===== src/rtl/axi_slave_read_responder.sv =====
// ============================================================================
// Module   : axi_slave_read_responder
// Purpose  : AXI3-style read-only slave in front of a single-port 32-bit SRAM
//            with one-cycle read latency. Serves one burst at a time, and each
//            beat takes three cycles (MEM -> CAP -> RESP).
// Ports    : ACLK, ARESETn        - clock, asynchronous active-low reset
//            AR*_S                - read-address channel (slave side)
//            R*_S                 - read-data channel (slave side)
//            mem_cs/mem_addr      - SRAM read strobe and word address
//            mem_rdata            - SRAM data, valid the cycle after mem_cs
// Options  : RD_RANGE_CHECK_EN    - when defined, a burst whose upper address
//                                   bits [31:MEM_AW+2] are nonzero returns
//                                   SLVERR with zero data and never strobes
//                                   the SRAM.
// Revision : 1.0 - initial release
// ============================================================================
`default_nettype none

`ifndef AXI_IDS_BITS
`define AXI_IDS_BITS 8
`endif

module axi_slave_read_responder #(
  parameter int MEM_AW = 14
) (
  input  logic                     ACLK,
  input  logic                     ARESETn,
  // read-address channel
  input  logic [`AXI_IDS_BITS-1:0] ARID_S,
  input  logic [31:0]              ARADDR_S,
  input  logic [3:0]               ARLEN_S,
  input  logic [2:0]               ARSIZE_S,
  input  logic [1:0]               ARBURST_S,
  input  logic                     ARVALID_S,
  output logic                     ARREADY_S,
  // read-data channel
  output logic [`AXI_IDS_BITS-1:0] RID_S,
  output logic [31:0]              RDATA_S,
  output logic [1:0]               RRESP_S,
  output logic                     RLAST_S,
  output logic                     RVALID_S,
  input  logic                     RREADY_S,
  // SRAM port
  output logic                     mem_cs,
  output logic [MEM_AW-1:0]        mem_addr,
  input  logic [31:0]              mem_rdata
);

  typedef enum logic [1:0] {
    S_IDLE = 2'd0,
    S_MEM  = 2'd1,
    S_CAP  = 2'd2,
    S_RESP = 2'd3
  } state_t;

  localparam logic [1:0]        c_RESP_OKAY   = 2'b00;
  localparam logic [1:0]        c_RESP_SLVERR = 2'b10;
  localparam logic [MEM_AW-1:0] c_ADDR_ONE    = {{(MEM_AW-1){1'b0}}, 1'b1};

  state_t                   r_state;
  logic [`AXI_IDS_BITS-1:0] r_id;
  logic [3:0]               r_len;
  logic [3:0]               r_beat;
  logic                     r_fixed;
  logic [MEM_AW-1:0]        r_addr;
  logic [31:0]              r_rdata_q;
  logic [1:0]               r_rresp;
  logic                     r_arready;
  logic                     r_rvalid;
  logic                     r_rlast;
  logic                     r_mem_cs;

  // w_ar_ok : incoming AR targets the attached SRAM
  // w_oor   : the burst in flight is out of range (latched at AR time)
  logic w_ar_ok;
  logic w_oor;
  logic w_unused_bits;

`ifdef RD_RANGE_CHECK_EN
  logic r_oor;
  assign w_ar_ok       = ~(|ARADDR_S[31:MEM_AW+2]);
  assign w_oor         = r_oor;
  assign w_unused_bits = ^{ARSIZE_S, ARADDR_S[1:0]};
`else
  assign w_ar_ok       = 1'b1;
  assign w_oor         = 1'b0;
  assign w_unused_bits = ^{ARSIZE_S, ARADDR_S[1:0], ARADDR_S[31:MEM_AW+2]};
`endif

  always_ff @(posedge ACLK or negedge ARESETn) begin
    if (!ARESETn) begin
      r_state   <= S_IDLE;
      r_id      <= '0;
      r_len     <= '0;
      r_beat    <= '0;
      r_fixed   <= 1'b0;
      r_addr    <= '0;
      r_rdata_q <= '0;
      r_rresp   <= c_RESP_OKAY;
      r_arready <= 1'b0;
      r_rvalid  <= 1'b0;
      r_rlast   <= 1'b0;
      r_mem_cs  <= 1'b0;
`ifdef RD_RANGE_CHECK_EN
      r_oor     <= 1'b0;
`endif
    end else begin
      case (r_state)
        S_IDLE: begin
          // ARREADY comes up on the first edge out of reset and stays up
          // until an address is accepted.
          r_arready <= 1'b1;
          if (ARVALID_S && r_arready) begin
            r_id      <= ARID_S;
            r_addr    <= ARADDR_S[MEM_AW+1:2];
            r_len     <= ARLEN_S;
            r_fixed   <= (ARBURST_S == 2'b00);
            r_beat    <= 4'd0;
            r_arready <= 1'b0;
            r_mem_cs  <= w_ar_ok;
`ifdef RD_RANGE_CHECK_EN
            r_oor     <= ~w_ar_ok;
`endif
            r_state   <= S_MEM;
          end
        end

        S_MEM: begin
          r_mem_cs <= 1'b0;
          r_state  <= S_CAP;
        end

        S_CAP: begin
          // mem_rdata belongs to the strobe issued in MEM.
          r_rdata_q <= w_oor ? 32'd0 : mem_rdata;
          r_rresp   <= w_oor ? c_RESP_SLVERR : c_RESP_OKAY;
          r_rvalid  <= 1'b1;
          r_rlast   <= (r_beat == r_len);
          r_state   <= S_RESP;
        end

        S_RESP: begin
          if (RREADY_S) begin
            r_rvalid <= 1'b0;
            r_rlast  <= 1'b0;
            if (r_rlast) begin
              r_arready <= 1'b1;
              r_state   <= S_IDLE;
            end else begin
              r_beat <= r_beat + 4'd1;
              // INCR and WRAP both step by one word; the SRAM space is
              // treated as circular, so the address simply rolls over.
              if (!r_fixed)
                r_addr <= r_addr + c_ADDR_ONE;
              r_mem_cs <= ~w_oor;
              r_state  <= S_MEM;
            end
          end
        end

        default: r_state <= S_IDLE;
      endcase
    end
  end

  assign ARREADY_S = r_arready;
  assign RID_S     = r_id;
  assign RDATA_S   = r_rdata_q;
  assign RRESP_S   = r_rresp;
  assign RLAST_S   = r_rlast;
  assign RVALID_S  = r_rvalid;
  assign mem_cs    = r_mem_cs;
  assign mem_addr  = r_addr;

endmodule

`default_nettype wire


===== config.mk =====
export PLATFORM = sky130hd
export DESIGN_NAME = axi_slave_read_responder
export DESIGN_NICKNAME = d
export VERILOG_FILES = /design/src/rtl/axi_slave_read_responder.sv
export SDC_FILE = /design/constraint.sdc
export NUM_CORES = 1
export LEC_CHECK = 0
export BUFFER_PORTS_ARGS = -buffer_cell sky130_fd_sc_hd__buf_2
export CAP_MARGIN = 10
export CORE_MARGIN = 2
export CORE_UTILIZATION = 47
export DETAILED_ROUTE_END_ITERATION = 6
export HOLD_SLACK_MARGIN = 0.05
export MAX_ROUTING_LAYER = met4
export PLACE_DENSITY = 0.81
export SLEW_MARGIN = 20
export SYNTH_ARGS = -nofsm -noshare
export SYNTH_HDL_FRONTEND = slang
export SYNTH_SLANG_ARGS = --single-unit

===== constraint.sdc =====
create_clock -name ACLK -period 2.2 [get_ports ACLK]
set_clock_uncertainty 0.15 [all_clocks]
set_input_delay 0.11 -clock ACLK [delete_from_list [all_inputs] [get_ports ACLK]]
set_output_delay 0.11 -clock ACLK [all_outputs]
set_load 0.02 [all_outputs]

-- Yosys cells after proc, flatten, opt, wreduce, memory -nomap -nowiden
Index checks and enable logic that the tools add are counted.
- multiplexer cells: 24
- divide/modulo/power cells: 0
- shift operators: 0
- reduce and logical (&&, ||, !) cells: 13
- eq/ne operators: 9
- magnitude comparators: 0
- add/subtract/negate cells: 2
- bitwise gates (word level): 0
- $mul: 0
- operator list (kind ; count):
    $mux W14 ; 4
    $pmux W14 S2 ; 1
    $add A14 B1 Y14 const B ; 1
    $mux W4 ; 3
    $ne A2 B2 Y1 const B ; 5
    $mux W1 ; 8
    $pmux W2 S4 ; 1
    $pmux W4 S2 ; 1
    $reduce_and A4 Y1 ; 2
    $pmux W1 S2 ; 3
    $reduce_and A2 Y1 ; 3
    $reduce_and A5 Y1 ; 1
    $add A4 B1 Y4 const B ; 1
    $eq A2 B2 Y1 const B ; 2
    $eq A4 B4 Y1 ; 1
    $logic_not A2 Y1 ; 2
    $mux W2 ; 2
    $reduce_bool A2 Y1 ; 2
    $pmux W1 S3 ; 1
    $reduce_and A3 Y1 ; 1
    $reduce_bool A3 Y1 ; 1
    $eq A2 B1 Y1 const B ; 1
    $logic_and A1 B1 Y1 ; 1
- RAM bits: 0
- memories kept: 0
- bits in registers: 69
- bits in read-only memories: 0
- bits in latches: 0
- word-level logic and storage cells: 59
- output and inout port bits: 60

-- Longest topological paths before layout
- depth in word-level cells: 5
- depth in mapped cells: 7
- depth with buffers taken out: 6

-- Worst setup path after synthesis
Ideal clock, no wire load.
- kind: register -> register
- from: register r_addr[0] (netlist: mem_addr[0])
- to: register r_addr[12] (netlist: mem_addr[12])
- required time: 1.917 ns
- period minus slack after synthesis: 1.891 ns
- library setup time: 0.133 ns
- setup slack: 0.309 ns
- arrival: 1.608 ns
- stages on the path, launching flop included: 6
- path through: dfrtp_1 -> ha_1 -> nand3_4 -> or3_1 -> o32ai_1 -> a21oi_1
- longest elaborated chain between the ends: 5
- ends and longest elaborated chain (element ; RTL line ; source):
    start, declared ; 65 ; logic [MEM_AW-1:0] r_addr;
    start signal, assigned ; 115 ; r_addr <= ARADDR_S[MEM_AW+1:2];
    start signal, assigned ; 154 ; r_addr <= r_addr + c_ADDR_ONE;
    $add A14 B1 Y14 ; 154 ;
    $mux W14 ; 153 ; if (!r_fixed)
    $mux W14 ; 146 ; if (r_rlast) begin
    $mux W14 ; 143 ; if (RREADY_S) begin
    $pmux W14 S2 ; 108 ; case (r_state)
Every way passes these cells. The select of a mux whose other input is x is not followed.
A chain may end at the register's enable or synchronous reset.

-- Worst setup path in the final report
- from: register r_state[0]
- to: register r_addr[8] (netlist: mem_addr[8])
- longest elaborated chain between the ends: 3
- elaborated cells on any way between the ends: 9
- those cells by class: eq/ne: 5; mux: 1; reduce/logical: 3
- ends and longest elaborated chain (element ; RTL line ; source):
    start, declared ; 60 ; state_t r_state;
    start signal, assigned ; 92 ; r_state <= S_IDLE;
    start signal, assigned ; 124 ; r_state <= S_MEM;
    start signal, assigned ; 130 ; r_state <= S_CAP;
    $eq A2 B2 Y1 / $logic_not A2 Y1 (equally long branches) ; 108 ;
    $ne A2 B2 Y1 (no source line) / $reduce_bool A2 Y1 (equally long branches) ; -- ;
    $reduce_and A5 Y1 (no source line) ; -- ;
Several ways; a longest one is shown, not always the timed one.

==> impl_metrics.yaml <==
critical_path:
  slowest_delay_ns: 0.43
  r2r-end: "mem_addr[8]"
  cp_slowest_cell: "dfrtp_1"
  rrSetupSlack_ns: 0.12
  critPathMaxFanout: 8
  end_kind: "flop"
  path_class: "reg -> reg"
  r2r_cells: 6
  cp.arrival_ns: 2.12
  endpoint: "mem_addr[8]"
  cp-start-kind: "flop"
  startpoint: "r_state[0]"
  crit_required_ns: 2.25
  reg2reg_from: "r_state[0]"
  cp_cell_sequence: "inv_1, ha_2, nand2b_1, a21o_1, a21oi_2, a21oi_1"
clock_tree:
  cts_buffers: 9
  cts_tree: "yes"
  clock_path_buffers: 2
  clk_latency_ns: 0.35
  cts-root-buf: "clkbuf_8"
  h-tree-depth: 3
  clock-sinks: 69
  clk_pin_slew_worst_paths_ns: 0.08
grt:
  busiest_layer: "met2"
  grt_pass1_wl_um: 15400
  grt_start_max_net_pins: 33
  grt_pass1_vias: 3132
  use_met1_pct: 32.3
  grt_use_total_pct: 27.1
  use_met3_pct: 3.89
  overflow: 0
  grt_util_met2_pct: 46.1
  antenna_found_initial: 0
placed_design:
  dp.cells: 472
  globalplace.congestion: 0.927
  hpwlAfterDp_um: 5640
  numPortBuffers: 121
min_path:
  hp-start: "ARADDR_S[13]"
  hp-class: "in -> reg"
yosys:
  synth-edff-count: 0
  synthAdderAreaFrac_pct: 2.69
  synth_xor_area_share_pct: 1.08
  synth_top_area_share_pct: 53.0
  ys_seq_area_share_pct: 53.0
  ys_seq_elements: 69
  synth_top_family_by_area: "multiplexers"
  synth_commonest_cells: "69 x dfrtp_1, 35 x mux2_2, 20 x a21oi_1"
  synthMuxAreaShare_pct: 16.7
  yosys.cell_count.top_type: "dfrtp_1"
  ys_async_sr_fraction_pct: 100
  syn-mean-instance-area_sq_um: 12.0
  ys_warn_count: 0
  synth-simple-area-share_pct: 10.2
  netlist_instances: 272
  synth_area_leaders: "dfrtp_1 53%, mux2_2 12%, mux2_1 3.1%"
  syn_area_sq_mm: 0.00326
  synth_ff_type: "dfrtp_1"
  synth_compound_area_share_pct: 13.3
  ys_types: 52
  synth_largest_area_cell: "dfrtp_1"
final_layout:
  drive_gt1_share_pct: 41.8
  area_delta_synth_final_pct: 48.6
  multi_input_area_sq_mm: 0.00145
  instances_no_fill: 549
  n_antenna_cell: 0
  fill_cells: 462
  regArea_sq_mm: 0.00173
  final_nets: 556
power:
  cellLeakagePower_nw: 2.24
  power_w: 0.00744
  p_clk_share_pct: 16.4
  swShare_pct: 44.1
  seqPwrFrac_pct: 33.1
  p_int_w: 0.00416
  pwr-share-comb_pct: 50.4
  powerDensity_mw_per_mm2: 1540
  peakVddDrop_mv: 1.01
  p_sw_w: 0.00328
timing:
  relSlewSlack_pct: 60.3
  timing_hold_violations_final: 0
  setup_viol: 0
  finalCriticalPeriod_ns: 2.08
  setup_tns_ns: 0
  rsz0062_at_grt: "no"
  tightest_slew_ns: 0.596
  slew_violations: 0
  timing.final.crit_share_pct: 94.5
  max_freq_ghz: 0.481
route:
  drt-pass1-iter-count: 6
  wl_per_cell_um: 17.7
  ant_nets: 0
  drc: 0
  drtIter0Drc: 227
  vias: 3056
  wl_um: 9720
  vias_per_cell: 5.57
run:
  maxCapViolCount: 0
floorplanning:
  die_height_um: 87.3
  coreArea_sq_mm: 0.00676
  start_util_pct: 48.2
  die_w_um: 87.3
  num_rows: 30
  dieArea_sq_mm: 0.00761
  io_pins: 145
status:
  outcome: "finished, final reports clean"
==> cell families after synthesis <==
| logic type | count (synthesis) |
|---|---|
| multiplexers | 49 |
| XOR/XNOR | 4 |
| buffers and inverters | 21 |
| AO/OA/AOI/OAI | 66 |
| AND/OR/NAND/NOR | 55 |
| flip-flops | 69 |
| adder cells (fa/ha/maj) | 7 |
| other | 1 |
==> flip-flops by register name, summed over array words and instances, names as in the netlist <==
name	count
RDATA_S	32
mem_addr	14
RID_S	8
r_beat	4
r_len	4
r_state	2
ARREADY_S	1
RLAST_S	1
RVALID_S	1
mem_cs	1
r_fixed	1
==> metal layers <==
layer / up-vias / share of wire [%]
li1: 1389 / -
met2: 137 / 54
met1: 1503 / 39
met5: - / 0
met3: 27 / 4.6
met4: 0 / 2.6
==> worst min-delay path by stage <==
stage / endpoint / slack (ns) / cells after the start
5_1_grt: mem_addr[11] / 0.08 / 3
2_1_floorplan: ARREADY_S / -0.34 / 0
6_report: mem_addr[11] / 0.09 / 3
3_5_place_dp: RID_S[1] / 0.009 / 1
3_3_place_gp: RID_S[1] / -0.01 / 1
4_1_cts: mem_addr[11] / 0.07 / 3
==> worst max-delay path: cells and delay by family, from the launching register on <==
kind | cells | cell delay (ns)
AOI/OAI and AO/OA | 3 | 0.82
buffers and inverters | 1 | 0.14
and+or+nand+nor | 1 | 0.14
DFF | 1 | 0.43
adders and majority gates | 1 | 0.25
==> per-stage QoR <==
stage                     worst slack, ns  instance area, sq um  hold slack (ns)  utilization [%]
after global placement              0.228                  3990         -0.00959             59.0
after CTS                          0.0786                  4830           0.0653             71.5
after detailed placement            0.157                  3990          0.00872             59.0
final                               0.121                  4840           0.0858             71.7
after floorplan                     0.309                  3260           -0.336                -
after global routing               0.0421                  4840           0.0764             71.7
==> power by group through the flow <==
stage	logic [W]	clock network (W)	registers [W]
final	0.00375	0.00122	0.00246
after global routing	0.00403	0.00129	0.00254
after CTS	0.00364	0.00121	0.00241
after detailed placement	0.00354	0	0.00243
after global placement	0.00343	0	0.00238
after floorplan	0.00178	0	0.00302
==> layout by cell type (no fill, tap or decap), types with 3 or more instances in the layout <==
| cell type | count |
|---|---|
| nand3_1 | 6 |
| nand2_1 | 12 |
| o21ai_1 | 6 |
| nand4b_1 | 3 |
| dfrtp_1 | 69 |
| dlygate4sd3_1 | 61 |
| o21ai_0 | 7 |
| inv_1 | 6 |
| buf_4 | 11 |
| nand3b_1 | 4 |
| mux2i_1 | 5 |
| mux2_2 | 35 |
| ha_1 | 6 |
| nor2_1 | 5 |
| nor3_1 | 3 |
| o32ai_1 | 3 |
| o31ai_1 | 3 |
| a31oi_1 | 6 |
| mux2_1 | 9 |
| a21oi_1 | 20 |
| buf_2 | 121 |
| nand2b_1 | 5 |
| clkbuf_8 | 10 |
| xor2_1 | 4 |
| o22ai_1 | 4 |
| nand4_1 | 3 |
==> final cells by class <==
cell class                 instances  area share, %
multi-input combinational        183           29.9
tap                               80           2.07
clock inverter                     6           1.94
timing repair buffer             194           27.1
clock buffer                      10           2.84
inverter                           7          0.543
sequential                        69           35.7
==> timing repair <==
| item | in CTS | in global routing |
|---|---|---|
| buffers inserted | 0 | 0 |
| hold buffers | 61 | 0 |
| gates resized for setup | 0 | 3 |
| hold endpoints to repair | 85 | 0 |
| setup endpoints to repair | 0 | 1 |
No activity file was read; power rests on OpenSTA's default activity.
